File: src/rtl/wrapper_input_conditioner.sv
// Purpose : pixel clock-enable / divided clock plus N-key synchroniser, debouncer
//           and press / release / auto-repeat event generator for a game wrapper.
// Latency : raw key pin to key_lvl is 2 + DB_CYCLES clk; events are registered.
// Backpress: none; press/release events are held until the end of the next pix_en
//           cycle so the pixel-rate domain cannot miss them.
// Ports   : clk, reset (async, active low), keys[KEY_N] raw pins ->
//           pix_en, pix_clk, key_lvl, key_press, key_rel, key_rpt (all KEY_N wide
//           except pix_en / pix_clk).
module wrapper_input_conditioner #(
  parameter int KEY_N          = 4,
  parameter int DIV            = 2,
  parameter int DB_CYCLES      = 16,
  parameter bit KEY_ACTIVE_LOW = 1'b0,
  parameter int REPEAT_DELAY   = 0,
  parameter int REPEAT_PERIOD  = 0
) (
  input  logic             clk,
  input  logic             reset,
  input  logic [KEY_N-1:0] keys,
  output logic             pix_en,
  output logic             pix_clk,
  output logic [KEY_N-1:0] key_lvl,
  output logic [KEY_N-1:0] key_press,
  output logic [KEY_N-1:0] key_rel,
  output logic [KEY_N-1:0] key_rpt
);

  localparam int PW      = $clog2(DIV + 1);
  localparam int DW      = $clog2(DB_CYCLES + 1);
  localparam int RMAX_R  = (REPEAT_DELAY > REPEAT_PERIOD) ? REPEAT_DELAY : REPEAT_PERIOD;
  localparam int RMAX    = (RMAX_R < 1) ? 1 : RMAX_R;
  localparam int RW      = $clog2(RMAX + 1);

  localparam logic [PW-1:0]    PH_LAST   = PW'(DIV - 1);
  // Real-valued DIV/2 threshold: phase*2 >= DIV, i.e. phase >= ceil(DIV/2).
  localparam logic [PW-1:0]    PH_HIGH   = PW'((DIV + 1) / 2);
  localparam logic [DW-1:0]    DB_LAST   = DW'(DB_CYCLES - 1);
  localparam logic [RW-1:0]    RP_DELAY  = RW'(REPEAT_DELAY);
  localparam logic [RW-1:0]    RP_PERIOD = RW'(REPEAT_PERIOD);
  localparam logic [KEY_N-1:0] KEY_IDLE  = {KEY_N{KEY_ACTIVE_LOW}};

  typedef enum logic [1:0] {RPT_IDLE, RPT_DELAY, RPT_PERIOD} rpt_state_t;

  logic [PW-1:0]    phase_q, phase_d;
  logic             pix_en_q, pix_en_d, pix_clk_q, pix_clk_d;
  logic [KEY_N-1:0] sync1_q, sync1_d, sync2_q, sync2_d, key_s;
  logic [KEY_N-1:0] lvl_q, lvl_d, rise_ev, fall_ev;
  logic [DW-1:0]    db_cnt_q [KEY_N];
  logic [DW-1:0]    db_cnt_d [KEY_N];
  logic [KEY_N-1:0] press_q, press_d, rel_q, rel_d, rpt_q, rpt_d;
  rpt_state_t       rpt_st_q [KEY_N];
  rpt_state_t       rpt_st_d [KEY_N];
  logic [RW-1:0]    rpt_cnt_q [KEY_N];
  logic [RW-1:0]    rpt_cnt_d [KEY_N];
  logic [RW-1:0]    rpt_inc [KEY_N];

  // Divider: pix_en / pix_clk are registered from the current phase, so the
  // first pix_en lands in cycle DIV after reset release.
  always_comb begin
    phase_d   = (phase_q == PH_LAST) ? '0 : phase_q + PW'(1);
    pix_en_d  = (phase_q == PH_LAST);
    pix_clk_d = (DIV > 1) && (phase_q >= PH_HIGH);
  end

  // Two-flop synchroniser; polarity fixed after the second flop.
  always_comb begin
    sync1_d = keys;
    sync2_d = sync1_q;
    key_s   = sync2_q ^ KEY_IDLE;
  end

  // Debounce: any return to the accepted level restarts the count.
  always_comb begin
    lvl_d   = lvl_q;
    rise_ev = '0;
    fall_ev = '0;
    for (int k = 0; k < KEY_N; k++) begin
      db_cnt_d[k] = '0;
      if (key_s[k] != lvl_q[k]) begin
        if (db_cnt_q[k] == DB_LAST) begin
          lvl_d[k]   = key_s[k];
          rise_ev[k] = key_s[k];
          fall_ev[k] = ~key_s[k];
        end else begin
          db_cnt_d[k] = db_cnt_q[k] + DW'(1);
        end
      end
    end
  end

  // Event hold: a new event on the clearing edge takes priority.
  always_comb begin
    press_d = rise_ev | (press_q & ~{KEY_N{pix_en_q}});
    rel_d   = fall_ev | (rel_q & ~{KEY_N{pix_en_q}});
  end

  // Auto-repeat next-state: counts pix_en ticks while the key is held.
  always_comb begin
    rpt_d = rpt_q;
    for (int k = 0; k < KEY_N; k++) begin
      rpt_st_d[k]  = rpt_st_q[k];
      rpt_cnt_d[k] = rpt_cnt_q[k];
      rpt_inc[k]   = rpt_cnt_q[k] + RW'(1);
      if (REPEAT_DELAY == 0) begin
        rpt_st_d[k]  = RPT_IDLE;
        rpt_cnt_d[k] = '0;
        rpt_d[k]     = 1'b0;
      end else if (fall_ev[k]) begin
        rpt_st_d[k]  = RPT_IDLE;
        rpt_cnt_d[k] = '0;
        rpt_d[k]     = 1'b0;
      end else if (rise_ev[k]) begin
        rpt_st_d[k]  = RPT_DELAY;
        rpt_cnt_d[k] = '0;
        rpt_d[k]     = 1'b0;
      end else if (pix_en_q && lvl_q[k]) begin
        // A repeat lasts exactly one pix_en period.
        rpt_d[k] = 1'b0;
        case (rpt_st_q[k])
          RPT_DELAY: begin
            if (rpt_inc[k] == RP_DELAY) begin
              rpt_d[k]     = 1'b1;
              rpt_cnt_d[k] = '0;
              rpt_st_d[k]  = RPT_PERIOD;
            end else begin
              rpt_cnt_d[k] = rpt_inc[k];
            end
          end
          RPT_PERIOD: begin
            if (REPEAT_PERIOD == 0) begin
              rpt_st_d[k] = RPT_IDLE;
            end else if (rpt_inc[k] == RP_PERIOD) begin
              rpt_d[k]     = 1'b1;
              rpt_cnt_d[k] = '0;
            end else begin
              rpt_cnt_d[k] = rpt_inc[k];
            end
          end
          default: begin
            rpt_cnt_d[k] = '0;
          end
        endcase
      end
    end
  end

  always_ff @(posedge clk or negedge reset) begin
    if (!reset) begin
      phase_q   <= '0;
      pix_en_q  <= 1'b0;
      pix_clk_q <= 1'b0;
      sync1_q   <= KEY_IDLE;
      sync2_q   <= KEY_IDLE;
      lvl_q     <= '0;
      press_q   <= '0;
      rel_q     <= '0;
      rpt_q     <= '0;
      for (int k = 0; k < KEY_N; k++) begin
        db_cnt_q[k]  <= '0;
        rpt_cnt_q[k] <= '0;
      end
    end else begin
      phase_q   <= phase_d;
      pix_en_q  <= pix_en_d;
      pix_clk_q <= pix_clk_d;
      sync1_q   <= sync1_d;
      sync2_q   <= sync2_d;
      lvl_q     <= lvl_d;
      press_q   <= press_d;
      rel_q     <= rel_d;
      rpt_q     <= rpt_d;
      for (int k = 0; k < KEY_N; k++) begin
        db_cnt_q[k]  <= db_cnt_d[k];
        rpt_cnt_q[k] <= rpt_cnt_d[k];
      end
    end
  end

  // Repeat FSM state register.
  always_ff @(posedge clk or negedge reset) begin
    if (!reset) begin
      for (int k = 0; k < KEY_N; k++) rpt_st_q[k] <= RPT_IDLE;
    end else begin
      for (int k = 0; k < KEY_N; k++) rpt_st_q[k] <= rpt_st_d[k];
    end
  end

  assign pix_en    = pix_en_q;
  assign pix_clk   = pix_clk_q;
  assign key_lvl   = lvl_q;
  assign key_press = press_q;
  assign key_rel   = rel_q;
  assign key_rpt   = rpt_q;

endmodule
File: config.mk
export PLATFORM = sky130hd
export DESIGN_NAME = wrapper_input_conditioner
export DESIGN_NICKNAME = d
export VERILOG_FILES = /design/src/rtl/wrapper_input_conditioner.sv
export SDC_FILE = /design/constraint.sdc
export NUM_CORES = 1
export LEC_CHECK = 0
export ABC_AREA = 1
export CORE_AREA = 2 2 80 82
export DETAILED_ROUTE_END_ITERATION = 10
export DIE_AREA = 0 0 82 84
export REMOVE_ABC_BUFFERS = 1
export SYNTH_ARGS = -nofsm -noshare
export SYNTH_HDL_FRONTEND = slang
export SYNTH_SLANG_ARGS = --single-unit
File: constraint.sdc
create_clock -name clk -period 3.03 [get_ports clk]
set_input_delay 0.606 -clock clk [delete_from_list [all_inputs] [get_ports clk]]
set_output_delay 0.606 -clock clk [all_outputs]
set_load 0.005 [all_outputs]
==> reports/summary.txt <==
die width -> 82 um
CTS tree -> yes
# hold bufs at CTS -> 0
worst slew pin tran -> 0.9794 ns
port bufs -> 19
Post-Layout Inst Area -> 2147 um^2
H-tree depth -> 2
Async SR Flop Fraction -> 100.0%
placed wire-length estimate -> 1974 um
Max Clk Rate -> 551.9 MHz
synthesized area per cell -> 9.606 um^2
RSZ-0062 raised after global routing -> false
register area share after synthesis -> 62.63%
routed len/inst -> 9.944 um
Post-Syn Instances -> 183
number of cell rows -> 29
pwr dens -> 538.9 nW/um^2
post-synth top area cell -> dfrtp_1
Tcrit/Tclk final -> 59.80%
final wirelength -> 2844 um
Longest Clk Path Bufs -> 2
Req. time, crit path -> 2.42 ns
Diodes inserted -> 0
synthesized area -> 1758 um^2
setup TNS -> 0 ns
Hold Path Class -> reg2reg
Place WS -> 1.542 ns
count leader, synth -> nand2_1
vias per inst -> 4.175
PostCTS Resize Cnt -> 0
Initial Util -> 28.84%
via count -> 1,194
fin worst setup slack -> 1.218 ns
num ports -> 24
crit path buf inv count -> 1
pin count of the biggest net entering global routing -> 45
Seq. cell area -> 1101 um^2
post-layout util -> 35.22%
clock sinks -> 44
CP max FO -> 4
Worst Path Arrival -> 1.21 ns
latest clock arrival within the worst-skew pair -> 0.29 ns
global route total overflow -> 0
CP max stage delay -> 0.52 ns
area post-placement -> 2021 um^2
global-route wire length before repair -> 4974 um
area delta synth->final -> 22.14%
total power -> 1.157 mW
number of global-route vias before repair -> 1,186
FILL cells -> 650
Root Buffer Master -> clkbuf_8
leakage -> 1.102 nW
Antenna Violating Nets Remaining -> 0
Post-synth top flop -> dfrtp_1
critical path class -> reg2out
worst-path cell chain -> clkdlybuf4s50_1
most common library cells after synthesis -> nand2_1, dfrtp_1, inv_1
post-synthesis register bit count -> 44
Peak VDD IR -> 384.7 uV
max-cap viol count -> 0
DRC violations left -> 0
DRT iter0 DRCs -> 45
post-CTS setup buffer count -> 0
Fin. Hold Viols -> 0
Final Skew -> 0.01006 ns
top cells by area, synth -> dfrtp_1, nand2_1, inv_1, nor2_1, ha_1
status -> finished, final reports clean
initial antenna violation count -> 0
Final min period -> 1.812 ns
Slowest-stage cell, CP -> clkdlybuf4s50_1
final-report setup violation count -> 0
layout cell share with drive strength beyond 1 -> 6.220%
Synth cell types -> 12
RD Place Congestion -> 0.7242
Die ar. -> 6888 um^2
Max Transition Viols Final -> 0
worst rel slew slack -> 34.71%
total core area -> 6096 um^2
warnings from Yosys -> 0
Largest delay share family, worst path -> buffers and inverters
Vert. Die Dim -> 84 um
Multi-input gate area -> 536.8 um^2
number of synthesized flops with an enable pin -> 0
Nets -> 218
Worst setup SP type -> flop
drt pass-1 iters -> 6
post-synth top area share -> 62.63%
global router's overall resource usage -> 9.335%
crit end category -> primary output
Worst-path clk slew -> 0.08 ns
CTS Buf Count -> 5
==> metal layers <==
metal / part of all wire, % / track usage (%)
met5: 0 / 0
met4: 1.3 / 3.182
met3: 6.6 / 3.788
met2: 45 / 14.49
met1: 47 / 11.65
==> logic make-up after synthesis <==
group                      count (synthesis)  share of synthesized area, %
AOI/OAI and AO/OA                          8                         2.278
xor gates and xnor gates                   4                         1.993
adders and majority gates                  4                         2.847
buffers and inverters                     31                         7.474
DFF                                       44                         62.63
other                                      1                        0.2133
and+or+nand+nor                           91                         22.56
==> sequential cells by signal, indices dropped and copies added, names as in the netlist <==
register	flops
db_cnt_q	20
key_lvl	4
key_press	4
key_rel	4
key_s	4
phase_q	2
pix_clk	1
pix_en	1
sync1_q	4
==> power breakdown <==
part | internal (mW) | switching, mW
clock network | 0.291 | 0.193
logic | 0.0201 | 0.0314
registers | 0.605 | 0.0166
==> through the flow <==
step,hold WS [ns],cells
final,0.3552,286
after global routing,0.3611,286
after CTS,0.3588,286
after detailed placement,0.3387,278
after global placement,0.3350,278
after floorplan,0.3104,182
==> area by class of cell <==
type	instances	share of cell area [%]
Tap cell	77	4.487
Multi-Input combinational cell	111	25.00
Timing Repair Buffer	19	8.625
Sequential cell	44	51.28
Inverter	27	4.720
Clock buffer	7	4.487
Clock inverter	1	1.399
==> path summary, 6_finish.rpt <==
kind | from | endpoint | slack, ns | depth (start not counted)
hold reg to reg | sync1_q[2] | key_s[2] | 0.36 | 0
hold / removal | sync1_q[2] | key_s[2] | 0.36 | 0
setup / recovery | key_lvl[0] | key_lvl[0] | 1.22 | 1
min in group asynchronous | reset | db_cnt_q[7] | 0.46 | 1
max in group asynchronous | reset | db_cnt_q[6] | 1.94 | 1
setup reg to reg | db_cnt_q[5] | db_cnt_q[8] | 1.92 | 4
==> cell usage in the layout (no fill, tap or decap), drive strengths merged <==
cell,n
buf,1
bufinv,1
clkbuf,7
clkdlybuf4s50,18
conb,4
dfrtp,44
ha,4
inv,27
nand2,49
nand3,8
nand4,8
nor2,26
o21ai,8
xnor2,4
Note: power is estimated with default switching activity, not from simulation.
